**src/rtl/retire_trace_buffer_if.sv**
```systemverilog
// Retirement-record and trace-drain signals of the retire trace buffer.
// The master drives records and consumer ready; the slave is the buffer.
interface retire_trace_buffer_if #(
  parameter int XLEN  = 32,
  parameter int DEPTH = 8,
  parameter int SEQ_W = 32
);
  localparam int CW = $clog2(DEPTH) + 1;

  logic             update_i;
  logic [XLEN-1:0]  pc_i;
  logic [XLEN-1:0]  instr_i;
  logic [4:0]       reg_addr_i;
  logic [XLEN-1:0]  reg_data_i;
  logic             flush_i;
  logic             trace_valid_o;
  logic             trace_ready_i;
  logic [XLEN-1:0]  trace_pc_o;
  logic [XLEN-1:0]  trace_instr_o;
  logic [4:0]       trace_rd_o;
  logic [XLEN-1:0]  trace_data_o;
  logic [SEQ_W-1:0] trace_seq_o;
  logic [CW-1:0]    count_o;
  logic             full_o;
  logic             empty_o;
  logic [SEQ_W-1:0] drop_cnt_o;

  modport master (
    output update_i, pc_i, instr_i, reg_addr_i,
    output reg_data_i, flush_i, trace_ready_i,
    input  trace_valid_o, trace_pc_o, trace_instr_o,
    input  trace_rd_o, trace_data_o, trace_seq_o,
    input  count_o, full_o, empty_o, drop_cnt_o
  );

  modport slave (
    input  update_i, pc_i, instr_i, reg_addr_i,
    input  reg_data_i, flush_i, trace_ready_i,
    output trace_valid_o, trace_pc_o, trace_instr_o,
    output trace_rd_o, trace_data_o, trace_seq_o,
    output count_o, full_o, empty_o, drop_cnt_o
  );
endinterface

```
**src/rtl/retire_trace_buffer.sv**
```systemverilog
// Sequence-tagged FIFO between core retirement and a trace consumer.
// Overflowing records are dropped and counted with a saturating counter.
module retire_trace_buffer #(
  parameter int XLEN  = 32,
  parameter int DEPTH = 8,
  parameter int SEQ_W = 32
) (
  input logic clk_i,
  input logic rst_i,
  retire_trace_buffer_if.slave bus
);
  localparam int AW = $clog2(DEPTH);
  localparam int CW = AW + 1;

  typedef struct packed {
    logic [SEQ_W-1:0] seq;
    logic [XLEN-1:0]  pc;
    logic [XLEN-1:0]  instr;
    logic [4:0]       rd;
    logic [XLEN-1:0]  data;
  } rec_t;

  rec_t             mem_q [DEPTH];
  rec_t             wr_rec;
  rec_t             head;
  logic [AW-1:0]    wr_q;
  logic [AW-1:0]    rd_q;
  logic [CW-1:0]    cnt_q;
  logic [SEQ_W-1:0] seq_q;
  logic [SEQ_W-1:0] drop_q;
  logic             full;
  logic             empty;
  logic             pop;
  logic             push;
  logic             drop;

  assign full  = (cnt_q == CW'(DEPTH));
  assign empty = (cnt_q == '0);

  // Flush overrides both sides of the handshake for that cycle
  assign pop  = !empty && bus.trace_ready_i && !bus.flush_i;
  assign push = bus.update_i && !bus.flush_i && (!full || pop);
  assign drop = bus.update_i && !bus.flush_i && full && !pop;

  assign wr_rec = '{
    seq:   seq_q,
    pc:    bus.pc_i,
    instr: bus.instr_i,
    rd:    bus.reg_addr_i,
    data:  bus.reg_data_i
  };

  assign head = mem_q[rd_q];

  assign bus.trace_valid_o = !empty;
  assign bus.trace_pc_o    = head.pc;
  assign bus.trace_instr_o = head.instr;
  assign bus.trace_rd_o    = head.rd;
  assign bus.trace_data_o  = head.data;
  assign bus.trace_seq_o   = head.seq;
  assign bus.count_o       = cnt_q;
  assign bus.full_o        = full;
  assign bus.empty_o       = empty;
  assign bus.drop_cnt_o    = drop_q;

  always_ff @(posedge clk_i or posedge rst_i) begin
    if (rst_i) begin
      for (int i = 0; i < DEPTH; i++) begin
        mem_q[i] <= '0;
      end
    end else if (push) begin
      mem_q[wr_q] <= wr_rec;
    end
  end

  always_ff @(posedge clk_i or posedge rst_i) begin
    if (rst_i) begin
      wr_q  <= '0;
      rd_q  <= '0;
      cnt_q <= '0;
    end else if (bus.flush_i) begin
      wr_q  <= '0;
      rd_q  <= '0;
      cnt_q <= '0;
    end else begin
      if (push) wr_q <= wr_q + AW'(1);
      if (pop)  rd_q <= rd_q + AW'(1);
      if (push && !pop)
        cnt_q <= cnt_q + CW'(1);
      else if (pop && !push)
        cnt_q <= cnt_q - CW'(1);
    end
  end

  // Sequence numbers advance on every strobe, even dropped or flushed ones
  always_ff @(posedge clk_i or posedge rst_i) begin
    if (rst_i) begin
      seq_q  <= '0;
      drop_q <= '0;
    end else begin
      if (bus.update_i) seq_q <= seq_q + SEQ_W'(1);
      if (drop && (drop_q != '1))
        drop_q <= drop_q + SEQ_W'(1);
    end
  end
endmodule

```
**src/flat_wrapper.sv**
```systemverilog
// flat-port wrapper written by rule: the top's interface ports become plain ports
module retire_trace_buffer_flat 
#(
  parameter int XLEN  = 32,
  parameter int DEPTH = 8,
  parameter int SEQ_W = 32
)
  (clk_i, rst_i, bus_update_i, bus_pc_i, bus_instr_i, bus_reg_addr_i, bus_reg_data_i, bus_flush_i, bus_trace_ready_i, bus_trace_valid_o, bus_trace_pc_o, bus_trace_instr_o, bus_trace_rd_o, bus_trace_data_o, bus_trace_seq_o, bus_count_o, bus_full_o, bus_empty_o, bus_drop_cnt_o);
  retire_trace_buffer_if #(.XLEN(XLEN), .DEPTH(DEPTH), .SEQ_W(SEQ_W)) bus_i ();
  input logic clk_i;
  input logic rst_i;
  input wire logic [$bits(bus_i.update_i)-1:0] bus_update_i;
  input wire logic [$bits(bus_i.pc_i)-1:0] bus_pc_i;
  input wire logic [$bits(bus_i.instr_i)-1:0] bus_instr_i;
  input wire logic [$bits(bus_i.reg_addr_i)-1:0] bus_reg_addr_i;
  input wire logic [$bits(bus_i.reg_data_i)-1:0] bus_reg_data_i;
  input wire logic [$bits(bus_i.flush_i)-1:0] bus_flush_i;
  input wire logic [$bits(bus_i.trace_ready_i)-1:0] bus_trace_ready_i;
  output wire logic [$bits(bus_i.trace_valid_o)-1:0] bus_trace_valid_o;
  output wire logic [$bits(bus_i.trace_pc_o)-1:0] bus_trace_pc_o;
  output wire logic [$bits(bus_i.trace_instr_o)-1:0] bus_trace_instr_o;
  output wire logic [$bits(bus_i.trace_rd_o)-1:0] bus_trace_rd_o;
  output wire logic [$bits(bus_i.trace_data_o)-1:0] bus_trace_data_o;
  output wire logic [$bits(bus_i.trace_seq_o)-1:0] bus_trace_seq_o;
  output wire logic [$bits(bus_i.count_o)-1:0] bus_count_o;
  output wire logic [$bits(bus_i.full_o)-1:0] bus_full_o;
  output wire logic [$bits(bus_i.empty_o)-1:0] bus_empty_o;
  output wire logic [$bits(bus_i.drop_cnt_o)-1:0] bus_drop_cnt_o;
  assign bus_i.update_i = bus_update_i;
  assign bus_i.pc_i = bus_pc_i;
  assign bus_i.instr_i = bus_instr_i;
  assign bus_i.reg_addr_i = bus_reg_addr_i;
  assign bus_i.reg_data_i = bus_reg_data_i;
  assign bus_i.flush_i = bus_flush_i;
  assign bus_i.trace_ready_i = bus_trace_ready_i;
  assign bus_trace_valid_o = bus_i.trace_valid_o;
  assign bus_trace_pc_o = bus_i.trace_pc_o;
  assign bus_trace_instr_o = bus_i.trace_instr_o;
  assign bus_trace_rd_o = bus_i.trace_rd_o;
  assign bus_trace_data_o = bus_i.trace_data_o;
  assign bus_trace_seq_o = bus_i.trace_seq_o;
  assign bus_count_o = bus_i.count_o;
  assign bus_full_o = bus_i.full_o;
  assign bus_empty_o = bus_i.empty_o;
  assign bus_drop_cnt_o = bus_i.drop_cnt_o;
  retire_trace_buffer #(.XLEN(XLEN), .DEPTH(DEPTH), .SEQ_W(SEQ_W)) u_core (.clk_i(clk_i), .rst_i(rst_i), .bus(bus_i));
endmodule
```
**config.mk**
```make
export PLATFORM = sky130hd
export DESIGN_NAME = retire_trace_buffer_flat
export DESIGN_NICKNAME = d
export VERILOG_FILES = /design/src/rtl/retire_trace_buffer_if.sv /design/src/rtl/retire_trace_buffer.sv /design/src/flat_wrapper.sv
export SDC_FILE = /design/constraint.sdc
export NUM_CORES = 2
export LEC_CHECK = 0
export ABC_AREA = 1
export CAP_MARGIN = 30
export CORE_MARGIN = 1
export CORE_UTILIZATION = 50
export DETAILED_ROUTE_END_ITERATION = 6
export GPL_ROUTABILITY_DRIVEN = 0
export PLACE_DENSITY = 0.68
export SYNTH_ARGS = -nofsm -noshare
export SYNTH_HDL_FRONTEND = slang
export SYNTH_SLANG_ARGS = --single-unit
```
**constraint.sdc**
```tcl
create_clock -name clk_i -period 127.8 [get_ports clk_i]
set_clock_uncertainty 0.2 [all_clocks]
set_input_delay 25.56 -clock clk_i [delete_from_list [all_inputs] [get_ports clk_i]]
set_output_delay 25.56 -clock clk_i [all_outputs]
set_load 0.02 [all_outputs]
```
==> impl_results.md <==
* Status: finished, final reports clean
* Final Slew Violations at 0
* Slew Limit Headroom at 0.252
* Half-perimeter wire length after placement at 73100 um
* Die W at 323 um
* P_leak at 27.0 nW
* CP Buf/Inv Count at 4
* Number of port buffers at 277
* Initial antenna violation count at 7
* Synth cell types at 31
* H-tree depth at 3
* Worst-Skew Late Latency at 0.70 ns
* Setup Buffers After CTS at 0
* Largest net degree at the start of global routing at 226
* Synth area leaders: dfrtp_1 (55%), o21ai_0 (13%), nand2_1 (13%)
* Clock sink total at 1138
* Largest area contributor in the netlist: dfrtp_1
* Power Total at 0.00128 W
* Met2 usage in global routing at 0.427
* M1 GR Usage at 0.367
* Setup Viol. Count Final at 0
* DIE HEIGHT at 323 um
* Routed length per placed instance at 17.9 um
* Sequential element share of the synthesized area at 0.551
* Final setup TNS at 0 ns
* Vias at 42500
* WL final at 137000 um
* Critical path class: reg2out
* Number of global-route vias before repair at 40100
* Gr busiest metal: met2
* Post-synthesis cell count at 6185
* Number of fill cells at 9292
* Critical Path Source: u_core.rd_q[0]
* Critical Path Most Common Cell: buf_4
* Layout area overhead at 12.6%
* GRT Total Usage at 0.263
* Drt first-iter violations at 3989
* # resized after CTS at 0
* CTS Buf Count at 120
* Grt ovf at 0
* Hold violation total from the final report at 0
* Synthesized net count at 6298
* Setup repair after global routing missed its margin: false
* CTS Hold Bufs at 0
* Clk pin slew, worst setup/hold paths at 0.06 ns
* Fraction of layout cells with a size suffix above 1 at 0.0431
* Global-route wire length before repair at 221000 um
* Largest stage delay, worst path at 0.87 ns
* Peak VDD IR at 0.0144 mV
* YS warnings at 0
* Yosys top cell area share at 0.551
* Die Area at 0.105 mm2
* Mapped Avg Cell Area at 8.35 um2
* Register Area at 0.0285 mm2
* Max FO, Critical Path at 172
* Required @ worst endpoint at 102.04 ns
* Max cap viols at 0
* IO Pins at 278
* Core box area at 0.102 mm2
* Slowest-stage cell, CP: buf_4
* Power per cell area at 22.0 mW/mm2
* Post-layout nets at 6308
* Cell Rows at 117
* Mapped Area at 0.0517 mm2
* # DRC at 0
* Clk buf depth at 3
* WHS at 0.277 ns
* Number of iterations in the first detailed-routing pass at 5
* Flop and latch count out of synthesis at 1138
* Worst hold start: u_core.mem_q[188]
* DR vias/cell at 5.54
* Crit path launch type: flop
* Final worst path period need at 30.95 ns
* Routed Antenna Nets at 0
* CP Capture Type: output port
* Crit-path cells: inv_8 -> buf_4 -> buf_4 -> nor2_1 -> o21ai_0 -> a21oi_1 -> a31oi_1 -> clkdlybuf4s50_1
* CP arrival at 5.19 ns
* Hold Crit Class: reg2reg
* CTS tree: yes
* Met3 Use GR at 0.0362
* Critical path's top delay family: buffers and inverters
* Least-Margin Pin Slew at 1.12 ns
* CTS root buf: clkbuf_16
* RR Startpoint: u_core.bus.count_o[1]
* Crit share post-route at 0.242
* Starting Density at 0.506
* FMAX at 32.3 MHz
* Area taken by multi-input logic gates at 0.0198 mm2
## synth_stat cells, drive strengths merged
master     n
nand3     35
a31oi     29
clkinv     2
buf      279
ha         6
fa         1
nand2   1781
clkbuf   166
o21ai   1610
nor3       5
o22ai    208
nand4      4
a21oi     32
xor2      31
xnor2      6
inv      170
nor2     667
dfrtp   1138
nand3b    15
## final timing paths
check	to	slack [ns]	cells after the start
hold / removal	u_core.mem_q[188]	0.28	2
setup reg to reg	u_core.mem_q[570]	124.14	8
setup / recovery	bus_trace_seq_o[25]	96.85	8
hold reg to reg	u_core.mem_q[188]	0.28	2
max in group asynchronous	u_core.mem_q[1007]	99.12	5
min in group asynchronous	u_core.mem_q[542]	25.22	2
## where the power goes
group	total (W)	leakage (nW)	switching (W)	internal (W)
combinational	0.000435	9.85	0.000269	0.000166
clock	0.000350	1.95	0.000144	0.000206
sequential	0.000497	15.2	0.0000499	0.000447
total	0.00128	27.0	0.000463	0.000820
## through the flow
stage,instance area [um2],instances,worst slack [ns],util
after global routing,58200,7662,96.54,0.570
after detailed placement,54000,7435,97.18,0.530
final,58200,7662,96.85,0.570
after global placement,53900,7429,97.15,0.528
after CTS,58000,7654,96.39,0.569
after floorplan,51700,6185,69.99,-
## cell families after synthesis
kind of cell | synth area share
xor gates and xnor gates | 0.00627
adders and majority gates | 0.00184
and+or+nand+nor | 0.188
DFF | 0.551
buffers and inverters | 0.0653
AOI/OAI and AO/OA | 0.188
## layout make-up
cell class	instances	share of cell area
Sequential cell	1138	0.490
Timing Repair Buffer	333	0.0603
Tap cell	1368	0.0294
Antenna cell	2	0.0000860
Clock inverter	30	0.00564
Clock buffer	189	0.0627
Inverter	172	0.0116
Multi-Input combinational cell	4430	0.341
## routing by layer
layer,vias up,share of wire
met2,1241,0.46
met3,236,0.059
met4,10,0.027
met1,20600,0.45
met5,-,0.00042
li1,20400,-
## registers in the layout (all words and copies together) (netlist names)
signal,cells
u_core.bus.count_o,4
u_core.mem_q,1064
u_core.seq_q,32
u_core.wr_q,3
u_core.rd_q,3
u_core.bus.drop_cnt_o,32
## cell usage in the layout, fill, tap and decap left out, types with 3 or more instances in the layout
master           count
nand2_1           1776
o21ai_0           1388
dfrtp_1           1135
nor2_1             664
clkdlybuf4s50_1    277
o21ai_1            222
o22ai_1            208
inv_1              160
clkbuf_16          124
buf_4               37
clkbuf_1            35
a21oi_1             32
xor2_1              31
clkbuf_8            30
a31oi_1             29
nand3_1             25
clkinv_2            17
nand3b_1            15
buf_16              10
nand3_4              9
buf_12               9
inv_2                6
xnor2_1              6
ha_1                 6
bufinv_16            6
nor3_1               5
clkinvlp_4           5
nand4_1              4
nand2_2              3
inv_8                3
dfrtp_4              3
## tightest hold or removal path, stage by stage, from the launching register on
cell and delay, ns:
dfrtp_1 0.33, nand2_1 0.05, o21ai_0 0.06
Note: power is estimated with default switching activity, not from simulation.
